## src/rtl/ram_ctrl_pkg.sv

```systemverilog
// rtl/ram_ctrl_pkg.sv - shared types and constants for the 4x8 RAM sequencer
package ram_ctrl_pkg;

    localparam int DATA_W_DEF = 8;
    localparam int ADDR_W_DEF = 2;

    typedef enum logic [1:0] {
        IDLE    = 2'd0,
        ACCESS  = 2'd1,
        WAIT_RD = 2'd2,
        DONE    = 2'd3
    } state_t;

    // ram_rd idles high so a stray CS can never be seen as a write
    localparam logic IDLE_CS = 1'b0;
    localparam logic IDLE_RD = 1'b1;
    localparam logic IDLE_OE = 1'b0;

endpackage

```

## src/rtl/ram4x8_arbiter_if.sv

```systemverilog
// rtl/ram4x8_arbiter_if.sv - requester ports and RAM pins of the sequencer
interface ram4x8_arbiter_if #(
    parameter int DATA_W = 8,
    parameter int ADDR_W = 2
);
    logic              req0;
    logic              req1;
    logic              we0;
    logic              we1;
    logic [ADDR_W-1:0] addr0;
    logic [ADDR_W-1:0] addr1;
    logic [DATA_W-1:0] wdata0;
    logic [DATA_W-1:0] wdata1;
    logic              ack0;
    logic              ack1;
    logic [DATA_W-1:0] rdata;
    logic              busy;
    logic              ram_cs;
    logic              ram_rd;
    logic              ram_oe;
    logic [ADDR_W-1:0] ram_endereco;
    logic [DATA_W-1:0] ram_entrada;
    logic [DATA_W-1:0] ram_saida;

    modport slave (
        input  req0, req1, we0, we1, addr0, addr1, wdata0, wdata1, ram_saida,
        output ack0, ack1, rdata, busy, ram_cs, ram_rd, ram_oe, ram_endereco, ram_entrada
    );

    modport master (
        output req0, req1, we0, we1, addr0, addr1, wdata0, wdata1, ram_saida,
        input  ack0, ack1, rdata, busy, ram_cs, ram_rd, ram_oe, ram_endereco, ram_entrada
    );
endinterface

```

## src/rtl/rr_arbiter2.sv

```systemverilog
// rtl/rr_arbiter2.sv - combinational two-port round-robin pick
module rr_arbiter2 (
    input  logic [1:0] req,
    input  logic       last_grant,
    output logic       grant_valid,
    output logic       grant_idx
);
    always_comb begin
        grant_valid = |req;
        grant_idx   = 1'b0;
        if (req == 2'b11) begin
            grant_idx = ~last_grant;
        end else begin
            grant_idx = req[1];
        end
    end
endmodule

```

## src/rtl/ram4x8_arbiter.sv

```systemverilog
// rtl/ram4x8_arbiter.sv - serialises two requesters onto the 4x8 RAM pin protocol
module ram4x8_arbiter
    import ram_ctrl_pkg::*;
#(
    parameter int DATA_W = DATA_W_DEF,
    parameter int ADDR_W = ADDR_W_DEF
) (
    input  logic             clock,
    input  logic             reset,
    ram4x8_arbiter_if.slave  bus
);

    state_t            state_q, state_d;
    logic              last_grant_q, last_grant_d;
    logic              idx_q, idx_d;
    logic              we_q, we_d;
    logic [ADDR_W-1:0] addr_q, addr_d;
    logic [DATA_W-1:0] wdata_q, wdata_d;
    logic              ack0_q, ack0_d;
    logic              ack1_q, ack1_d;
    logic [DATA_W-1:0] rdata_q, rdata_d;
    logic              busy_q, busy_d;
    logic              cs_q, cs_d;
    logic              rd_q, rd_d;
    logic              oe_q, oe_d;
    logic [ADDR_W-1:0] endereco_q, endereco_d;
    logic [DATA_W-1:0] entrada_q, entrada_d;

    logic              grant_valid;
    logic              grant_idx;
    logic              win_we;
    logic [ADDR_W-1:0] win_addr;
    logic [DATA_W-1:0] win_wdata;

    rr_arbiter2 u_arb (
        .req         ({bus.req1, bus.req0}),
        .last_grant  (last_grant_q),
        .grant_valid (grant_valid),
        .grant_idx   (grant_idx)
    );

    always_comb begin
        win_we    = grant_idx ? bus.we1    : bus.we0;
        win_addr  = grant_idx ? bus.addr1  : bus.addr0;
        win_wdata = grant_idx ? bus.wdata1 : bus.wdata0;
    end

    // Pin values are computed for the state being entered so every output is a flop
    always_comb begin
        state_d      = state_q;
        last_grant_d = last_grant_q;
        idx_d        = idx_q;
        we_d         = we_q;
        addr_d       = addr_q;
        wdata_d      = wdata_q;
        rdata_d      = rdata_q;
        endereco_d   = endereco_q;
        entrada_d    = entrada_q;
        ack0_d       = 1'b0;
        ack1_d       = 1'b0;
        cs_d         = IDLE_CS;
        rd_d         = IDLE_RD;
        oe_d         = IDLE_OE;

        case (state_q)
            IDLE: begin
                if (grant_valid) begin
                    state_d      = ACCESS;
                    idx_d        = grant_idx;
                    last_grant_d = grant_idx;
                    we_d         = win_we;
                    addr_d       = win_addr;
                    wdata_d      = win_wdata;
                    cs_d         = 1'b1;
                    rd_d         = ~win_we;
                    oe_d         = ~win_we;
                    endereco_d   = win_addr;
                    entrada_d    = win_wdata;
                end
            end
            ACCESS: begin
                if (we_q) begin
                    state_d = DONE;
                    ack0_d  = ~idx_q;
                    ack1_d  = idx_q;
                end else begin
                    state_d    = WAIT_RD;
                    cs_d       = 1'b1;
                    rd_d       = 1'b1;
                    oe_d       = 1'b1;
                    endereco_d = addr_q;
                end
            end
            WAIT_RD: begin
                state_d = DONE;
                rdata_d = bus.ram_saida;
                ack0_d  = ~idx_q;
                ack1_d  = idx_q;
            end
            DONE: begin
                state_d = IDLE;
            end
            default: begin
                state_d = IDLE;
            end
        endcase

        busy_d = (state_d != IDLE);
    end

    always_ff @(posedge clock) begin
        if (reset) begin
            state_q      <= IDLE;
            last_grant_q <= 1'b1;
            idx_q        <= 1'b0;
            we_q         <= 1'b0;
            addr_q       <= '0;
            wdata_q      <= '0;
            ack0_q       <= 1'b0;
            ack1_q       <= 1'b0;
            rdata_q      <= '0;
            busy_q       <= 1'b0;
            cs_q         <= IDLE_CS;
            rd_q         <= IDLE_RD;
            oe_q         <= IDLE_OE;
            endereco_q   <= '0;
            entrada_q    <= '0;
        end else begin
            state_q      <= state_d;
            last_grant_q <= last_grant_d;
            idx_q        <= idx_d;
            we_q         <= we_d;
            addr_q       <= addr_d;
            wdata_q      <= wdata_d;
            ack0_q       <= ack0_d;
            ack1_q       <= ack1_d;
            rdata_q      <= rdata_d;
            busy_q       <= busy_d;
            cs_q         <= cs_d;
            rd_q         <= rd_d;
            oe_q         <= oe_d;
            endereco_q   <= endereco_d;
            entrada_q    <= entrada_d;
        end
    end

    assign bus.ack0         = ack0_q;
    assign bus.ack1         = ack1_q;
    assign bus.rdata        = rdata_q;
    assign bus.busy         = busy_q;
    assign bus.ram_cs       = cs_q;
    assign bus.ram_rd       = rd_q;
    assign bus.ram_oe       = oe_q;
    assign bus.ram_endereco = endereco_q;
    assign bus.ram_entrada  = entrada_q;

endmodule

```

## src/flat_wrapper.sv

```systemverilog
// flat-port wrapper written by rule: the top's interface ports become plain ports
module ram4x8_arbiter_flat import ram_ctrl_pkg::*;
#(
    parameter int DATA_W = DATA_W_DEF,
    parameter int ADDR_W = ADDR_W_DEF
)
  (clock, reset, bus_req0, bus_req1, bus_we0, bus_we1, bus_addr0, bus_addr1, bus_wdata0, bus_wdata1, bus_ram_saida, bus_ack0, bus_ack1, bus_rdata, bus_busy, bus_ram_cs, bus_ram_rd, bus_ram_oe, bus_ram_endereco, bus_ram_entrada);
  ram4x8_arbiter_if #(.DATA_W(DATA_W), .ADDR_W(ADDR_W)) bus_i ();
  input  logic clock;
  input  logic reset;
  input wire logic [$bits(bus_i.req0)-1:0] bus_req0;
  input wire logic [$bits(bus_i.req1)-1:0] bus_req1;
  input wire logic [$bits(bus_i.we0)-1:0] bus_we0;
  input wire logic [$bits(bus_i.we1)-1:0] bus_we1;
  input wire logic [$bits(bus_i.addr0)-1:0] bus_addr0;
  input wire logic [$bits(bus_i.addr1)-1:0] bus_addr1;
  input wire logic [$bits(bus_i.wdata0)-1:0] bus_wdata0;
  input wire logic [$bits(bus_i.wdata1)-1:0] bus_wdata1;
  input wire logic [$bits(bus_i.ram_saida)-1:0] bus_ram_saida;
  output wire logic [$bits(bus_i.ack0)-1:0] bus_ack0;
  output wire logic [$bits(bus_i.ack1)-1:0] bus_ack1;
  output wire logic [$bits(bus_i.rdata)-1:0] bus_rdata;
  output wire logic [$bits(bus_i.busy)-1:0] bus_busy;
  output wire logic [$bits(bus_i.ram_cs)-1:0] bus_ram_cs;
  output wire logic [$bits(bus_i.ram_rd)-1:0] bus_ram_rd;
  output wire logic [$bits(bus_i.ram_oe)-1:0] bus_ram_oe;
  output wire logic [$bits(bus_i.ram_endereco)-1:0] bus_ram_endereco;
  output wire logic [$bits(bus_i.ram_entrada)-1:0] bus_ram_entrada;
  assign bus_i.req0 = bus_req0;
  assign bus_i.req1 = bus_req1;
  assign bus_i.we0 = bus_we0;
  assign bus_i.we1 = bus_we1;
  assign bus_i.addr0 = bus_addr0;
  assign bus_i.addr1 = bus_addr1;
  assign bus_i.wdata0 = bus_wdata0;
  assign bus_i.wdata1 = bus_wdata1;
  assign bus_i.ram_saida = bus_ram_saida;
  assign bus_ack0 = bus_i.ack0;
  assign bus_ack1 = bus_i.ack1;
  assign bus_rdata = bus_i.rdata;
  assign bus_busy = bus_i.busy;
  assign bus_ram_cs = bus_i.ram_cs;
  assign bus_ram_rd = bus_i.ram_rd;
  assign bus_ram_oe = bus_i.ram_oe;
  assign bus_ram_endereco = bus_i.ram_endereco;
  assign bus_ram_entrada = bus_i.ram_entrada;
  ram4x8_arbiter #(.DATA_W(DATA_W), .ADDR_W(ADDR_W)) u_core (.clock(clock), .reset(reset), .bus(bus_i));
endmodule
```

## config.mk

```make
export PLATFORM = sky130hd
export DESIGN_NAME = ram4x8_arbiter_flat
export DESIGN_NICKNAME = d
export VERILOG_FILES = /design/src/rtl/ram_ctrl_pkg.sv /design/src/rtl/ram4x8_arbiter_if.sv /design/src/rtl/rr_arbiter2.sv /design/src/rtl/ram4x8_arbiter.sv /design/src/flat_wrapper.sv
export SDC_FILE = /design/constraint.sdc
export NUM_CORES = 1
export LEC_CHECK = 0
export ABC_AREA = 1
export CORE_MARGIN = 2
export CORE_UTILIZATION = 31
export CTS_BUF_LIST = sky130_fd_sc_hd__clkbuf_8
export CTS_CLUSTER_SIZE = 20
export DETAILED_ROUTE_END_ITERATION = 12
export SYNTH_ARGS = -nofsm -noshare
export SYNTH_HDL_FRONTEND = slang
export SYNTH_SLANG_ARGS = --single-unit
export TNS_END_PERCENT = 1
```

## constraint.sdc

```tcl
create_clock -name clock -period 3.4 [get_ports clock]
set_input_delay 0.51 -clock clock [delete_from_list [all_inputs] [get_ports clock]]
set_output_delay 0.51 -clock clock [all_outputs]
set_load 0.05 [all_outputs]
```

; Word level (Yosys, flattened, before mapping)
; Index checks and enable logic that the tools add are counted.
[classes]
reduce_logical = 7
bitwise_logic = 5
muxes = 19
eq_ne = 6
[op_table]
columns = op, n
row1 = 1-bit two-way mux, 8
row2 = 2-bit two-way mux, 4
row3 = 8-bit two-way mux, 1
row4 = 1-bit one-hot mux with 2 select lines, 4
row5 = 2-bit one-hot mux with 4 select lines, 1
row6 = 2-bit == test (second input constant), 3
row7 = 1-bit inverter, 5
row8 = 2-bit one-hot mux with 2 select lines, 1
row9 = 2-bit nonzero test, 2
row10 = 3-bit AND reduction, 1
row11 = 3-bit OR reduction, 1
row12 = 2-bit by 1-bit == test with 1-bit output (second input constant), 1
row13 = 2-bit logical NOT, 1
row14 = 2-bit by 1-bit inequality test with 1-bit output (second input constant), 1
row15 = 2-bit inequality test (second input constant), 1
row16 = 2-bit AND reduction, 1
row17 = 2-bit OR reduction, 1
[word_totals]
register_bits = 31
elab_cells = 51

; Depth between registers and ports, before layout
; Gate-level depths: netlist of run 1.
[logic_depth]
ltp_word = 6
depth_mapped = 8
ltp_nobuf = 8

; By module
; From an unflattened synthesis of run 1, not the netlist that was laid out.
[hier_totals]
hier_cells = 184
hier_area_um2 = 1443.9
[modules_own_cells]
columns = mod, cells_each, area_each_um2, instances
row1 = ram4x8_arbiter, 181, 1428.9, 1
row2 = rr_arbiter2, 3, 15.0, 1

; Worst setup path after synthesis of run 1
; Ideal clock, no wire load.
[synth_timing]
path_type = reg-to-reg
from = register u_core.state_q[0]
to = register u_core.entrada_q[0], in the netlist u_core.bus.ram_entrada[0]
stages_incl_launch_ff = 9
path_slack_ps = 2142
t_required_ps = 3282
arrival_time_ps = 1140
cell_sequence = dfxtp_1 -> inv_1 -> ha_1 -> inv_1 -> nor2_8 -> buf_6 -> nand2_1 -> a21oi_1 -> nor2_1
[synth_between]
elab_chain_cells = 2
[synth_rtl]
columns = element, line
row1 = "start, declared", ram4x8_arbiter.sv:13  ; state_t state_q, state_d;
row2 = "start signal, assigned", ram4x8_arbiter.sv:129  ; state_q <= state_d;
row3 = 2-bit logical NOT, ram4x8_arbiter.sv:65  ; case (state_q)
row4 = 2-bit AND reduction (no line), -
row5 = "end signal, assigned", ram4x8_arbiter.sv:143  ; entrada_q <= entrada_d;
row6 = "end, declared", ram4x8_arbiter.sv:27  ; logic [DATA_W-1:0] entrada_q, entrada_d;
; Every way passes these cells.
; A chain may end at the register's enable or synchronous reset.

; Final worst setup path of run 1
[layout_timing]
from = register u_core.entrada_q[4], in the netlist u_core.bus.ram_entrada[4]
to = output bus_ram_entrada[4]
[layout_lines]
columns = element, line
row1 = "end, declared", flat_wrapper.sv:28  ; output wire logic [$bits(bus_i.ram_entrada)-1:0] bus_ram_entrada;
; No word-level cell between the ends.

==> results.json, run 1 <==
{
  "io_pins": 58,
  "hpwl_um": 2320,
  "grt_overflow": 0,
  "cts_htree_levels": 2,
  "hp-start": "u_core.idx_q",
  "stdcell_count": 295,
  "drc": 0,
  "r2r-start": "u_core.state_q[0]",
  "initial_core_util_pct": 32.8,
  "rrSetupSlack_ns": 1.87,
  "grt_max_degree": 27,
  "cts_made_buffers": 5,
  "wirelength_um": 3140,
  "grt_pass1_vias": 1206,
  "min_path_cells": 1,
  "reg2reg_depth": 6,
  "place.gp.congestion": 0.768,
  "setup_viol": 0,
  "clkTransAtPathRegs_ns": 0.06,
  "ys_ff_latch": 31,
  "vias": 1320,
  "synth.yosys.seq_area_share_pct": 46.3,
  "crit_cells": 1,
  "cpPeakStageDelay_ns": 0.81,
  "clockBufferDepth": 2,
  "post_drt_via_cell_ratio": 4.47,
  "antenna_found_initial": 0,
  "crit_type": "reg2out",
  "drt_iter0_markers": 73,
  "grt_first_pass_wirelength_um": 5440,
  "finalCriticalPeriod_ns": 1.95,
  "cts_resized": 0,
  "tightestPinTransition_ns": 0.721,
  "power_leakage_nw": 0.945,
  "crit_chain": "clkdlybuf4s50_1",
  "clock_latency_ns": 0.28,
  "final_common_cell": "clkdlybuf4s50_1",
  "syn-instance-count": 185,
  "cts.sinks": 31,
  "ir_worst_vdd_mv": 0.315,
  "port_buffers": 57,
  "yosysUniqueCellTypes": 18,
  "worstPathArrival_ns": 1.44,
  "synth_area_mm2": 0.00134,
  "drive_gt1_share_pct": 4.90,
  "cts_hold_buffers": 0,
  "core_mm2": 0.00409,
  "avgSynthCellArea_um2": 7.24,
  "dp.cells": 287,
  "cp_top_family": "buffers and inverters",
  "cp_slowest_cell": "clkdlybuf4s50_1",
  "yosys_warnings": 0,
  "hold_violations": 0,
  "endpoint": "bus_ram_entrada[4]",
  "fin_tns_setup_ns": 0,
  "final_cell_mix": "57 x clkdlybuf4s50_1, 47 x nand2_1, 31 x nor2_1, 31 x dfxtp_1",
  "crit_required_ns": 2.89,
  "rsz0062_at_grt": "false",
  "cts_setup_buffers": 0,
  "worst-path-max-fanout": 2,
  "worst-path-buf-inv": 1,
  "cap_violations": 0,
  "setup.worst_path.start": "u_core.bus.ram_entrada[4]",
  "die_y_um": 69.7,
  "hold_path.class": "reg2reg",
  "slew_headroom_pct": 51.9,
  "max_freq_mhz": 513,
  "r2r_end": "u_core.bus.ram_rd",
  "end_kind": "output port",
  "synthesis.nets": 223,
  "nets": 282,
  "post-route-period-util_pct": 57.4,
  "powerDensity_mw_per_mm2": 804,
  "antennaDiodeCount": 0,
  "maxSlewViolCount": 0,
  "drtPass1Iterations": 4,
  "cts-root-buf": "clkbuf_8",
  "skew_ns": 0.00239,
  "cts_tree": "done",
  "fp.dieArea_mm2": 0.00486,
  "die_x_um": 69.7,
  "num_rows": 23,
  "start_kind": "register",
  "wl_per_cell_um": 10.6,
  "grtUsageTotal_pct": 14.2,
  "syn_to_final_growth_pct": 52.4,
  "ant_nets": 0,
  "status": "complete, no violations"
}
==> worst reg2reg max path, delay by kind of cell (launching register included) <==
family	cells	cell delay, ns
adders and majority gates	1	0.23
buffers and inverters	2	0.23
DFF	1	0.33
and+or+nand+nor	3	0.62
==> Yosys cell counts <==
cell | n | area (um2)
nor3_1 | 1 | 5.00
nand2_1 | 47 | 176
clkbuf_1 | 1 | 3.75
inv_2 | 1 | 3.75
nand2_2 | 1 | 6.26
ha_1 | 4 | 50.1
nor2_2 | 1 | 6.26
buf_6 | 4 | 45.0
nor2_1 | 31 | 116
clkinv_1 | 1 | 3.75
or2_1 | 1 | 6.26
a21oi_1 | 11 | 55.1
dfxtp_1 | 31 | 621
nand3_1 | 6 | 30.0
o21ai_0 | 21 | 105
o21a_1 | 1 | 7.51
inv_1 | 21 | 78.8
nor2_8 | 1 | 20.0
==> how the worst min path moves through the flow <==
stage | endpoint | slack (ns)
after floorplan | u_core.bus.ack0 | 0.41
after global placement | u_core.bus.ack0 | 0.45
after detailed placement | u_core.bus.ack0 | 0.45
after CTS | u_core.bus.ack0 | 0.46
after global routing | u_core.bus.ack0 | 0.49
final | u_core.bus.ack0 | 0.46
==> sequential cells by signal (all words and copies together) (netlist names) <==
signal,count
u_core.bus.ram_entrada,8
u_core.bus.rdata,8
u_core.addr_q,2
u_core.bus.ram_oe,1
u_core.bus.ack1,1
u_core.bus.ram_endereco,2
u_core.last_grant_q,1
u_core.we_q,1
u_core.bus.ram_cs,1
u_core.state_q,2
u_core.idx_q,1
u_core.bus.busy,1
u_core.bus.ack0,1
u_core.bus.ram_rd,1
==> logic make-up (layout without fill, tap and decap cells) <==
| logic type | count (synthesis) | in the layout | synth area share, % |
|---|---|---|---|
| AO/OA/AOI/OAI | 33 | 33 | 12.5 |
| adder cells (fa/ha/maj) | 4 | 4 | 3.73 |
| buffers and inverters | 28 | 88 | 10.1 |
| flip-flops | 31 | 31 | 46.3 |
| AND/OR/NAND/NOR | 89 | 89 | 27.4 |
==> where the power goes <==
group / leakage (nW) / switching (mW) / internal (mW)
Clock: 0.0612 / 0.133 / 0.237
Sequential: 0.256 / 0.0461 / 0.464
Combinational: 0.628 / 0.501 / 0.261
==> metal layers <==
metal | track usage (%) | routed length, um
met5 | 0 | 0
met4 | 7.05 | 72
met3 | 3.78 | 184
met2 | 21.9 | 1410
met1 | 18.2 | 1470
==> through the flow <==
step                hold slack [ns]  total power [mW]  setup WS, ns  utilization, %  area (um2)
CTS                           0.462              1.66          1.42            50.0        2040
finish                        0.455              1.64          1.45            50.0        2040
detailed placement            0.445              1.29          1.32            47.1        1920
floorplan                     0.411              1.06          2.14               -        1340
global route                  0.493              1.76          1.41            50.0        2040
global placement              0.454              1.28          1.35            47.1        1920
==> cell type report <==
cell class	instances	area, um2
Sequential cell	31	621
Clock inverter	2	35.0
Inverter	23	86.3
Timing Repair Buffer	57	571
Tap cell	50	62.6
Fill cell	402	2040
Clock buffer	6	82.6
Multi-Input combinational cell	126	584
Power figures use the tool's default switching activity.
==> inputs of run 2 (changes only) <==
Clock period 3.4 ns to 1.9 ns, I/O delays scaled along.
==> results.json, run 2 (same netlist as run 1, synthesis figures left out) <==
{
  "status": "complete, no violations",
  "power_leakage_nw": 0.945,
  "drt_iter0_markers": 49,
  "wl_per_cell_um": 10.2,
  "wirelength_um": 3020,
  "slew_headroom_pct": 65.3,
  "ir_worst_vdd_mv": 0.663,
  "powerDensity_mw_per_mm2": 1380,
  "cts_htree_levels": 2,
  "cpPeakStageDelay_ns": 0.81,
  "place_ws_ns": 0.160,
  "crit_cells": 1,
  "syn_to_final_growth_pct": 51.8,
  "cts.sinks": 31,
  "worstPathArrival_ns": 1.44,
  "maxSlewViolCount": 0,
  "core_mm2": 0.00409,
  "clockBufferDepth": 2,
  "drive_gt1_share_pct": 5.67,
  "die_x_um": 69.7,
  "port_buffers": 57,
  "cts_resized": 0,
  "max_freq_mhz": 581,
  "die_y_um": 69.7,
  "cts_tree": "done",
  "final_common_cell": "clkdlybuf4s50_1",
  "reg2reg_depth": 6,
  "worst-path-buf-inv": 1,
  "clkTransAtPathRegs_ns": 0.06,
  "num_rows": 23,
  "p_sw_share_pct": 43.2,
  "io_pins": 58,
  "min_path_cells": 1,
  "grt_overflow": 0,
  "fp.dieArea_mm2": 0.00486,
  "grt_pass1_vias": 1200,
  "hold_path.class": "reg2reg",
  "initial_core_util_pct": 32.8,
  "stdcell_count": 297,
  "pwr-share-seq_pct": 32.4,
  "drtPass1Iterations": 4,
  "pwr-share-clk_pct": 18.4,
  "clock_latency_ns": 0.28,
  "crit_required_ns": 1.62,
  "cp_top_family": "buffers and inverters",
  "cp_slowest_cell": "clkdlybuf4s50_1",
  "fin_ws_ns": 0.180,
  "antennaDiodeCount": 0,
  "start_kind": "register",
  "p_sw_mw": 1.21,
  "setup_viol": 0,
  "cap_violations": 0,
  "nets": 285,
  "hold_violations": 0,
  "worst-path-max-fanout": 2,
  "intPower_mw": 1.59,
  "cts-root-buf": "clkbuf_8",
  "power_frac_comb_pct": 49.2,
  "crit_chain": "clkdlybuf4s50_1",
  "fin_tns_setup_ns": 0,
  "drc": 0,
  "tightestPinTransition_ns": 0.519,
  "crit_type": "reg2out",
  "antenna_found_initial": 0,
  "cts_made_buffers": 5,
  "rsz0062_at_grt": "false",
  "dp.cells": 290,
  "grtUsageTotal_pct": 13.6,
  "skew_ns": 0.00516,
  "n_fill_cell": 436,
  "grt_first_pass_wirelength_um": 5280,
  "post_drt_via_cell_ratio": 4.30,
  "finalCriticalPeriod_ns": 1.72,
  "hpwl_um": 2280,
  "place.gp.congestion": 0.753,
  "vias": 1276,
  "cts_setup_buffers": 0,
  "end_kind": "output port",
  "fin_util_pct": 49.8,
  "post-route-period-util_pct": 90.5,
  "grt_max_degree": 24,
  "ant_nets": 0,
  "whs_ns": 0.461,
  "final_cell_mix": "57 x clkdlybuf4s50_1, 47 x nand2_1, 31 x nor2_1, 31 x dfxtp_1",
  "cts_hold_buffers": 0
}
==> run 2: final cells by class <==
type	instances	area, um2	share of cell area, %
Clock buffer	6	82.6	4.06
Multi-Input combinational cell	126	584	28.7
Tap cell	50	62.6	3.08
Inverter	23	86.3	4.24
Clock inverter	1	5.00	0.246
Timing Repair Buffer	60	593	29.2
Sequential cell	31	621	30.5
==> run 2: metrics by stage <==
| step | area (um2) | power (mW) |
|---|---|---|
| after floorplan | 1340 | 1.90 |
| after global placement | 1950 | 2.31 |
| after detailed placement | 1950 | 2.31 |
| after CTS | 2030 | 2.83 |
| after global routing | 2030 | 3.01 |
| final | 2030 | 2.80 |
==> run 2: layer usage <==
metal,GRT usage (%),routed length [um],vias to the layer above,share of wire [%]
met5,0,0,-,0
met3,6.25,217,6,7.2
met4,3.85,42,0,1.4
met1,17.0,1410,534,46
met2,21.2,1360,40,45
li1,-,-,696,-
==> run 2: final timing paths <==
kind / from / endpoint / slack (ns)
max reg2reg: u_core.state_q[0] / u_core.bus.ram_rd / 0.40
max: u_core.bus.ram_entrada[5] / bus_ram_entrada[5] / 0.18
min reg2reg: u_core.idx_q / u_core.bus.ack0 / 0.46
min: u_core.idx_q / u_core.bus.ack0 / 0.46
==> run 2: power by group through the flow <==
stage	logic [mW]	registers, mW	clock network (mW)
floorplan	0.506	1.39	0
global placement	1.38	0.923	0
detailed placement	1.39	0.922	0
CTS	1.39	0.910	0.530
global route	1.51	0.937	0.569
finish	1.38	0.909	0.516
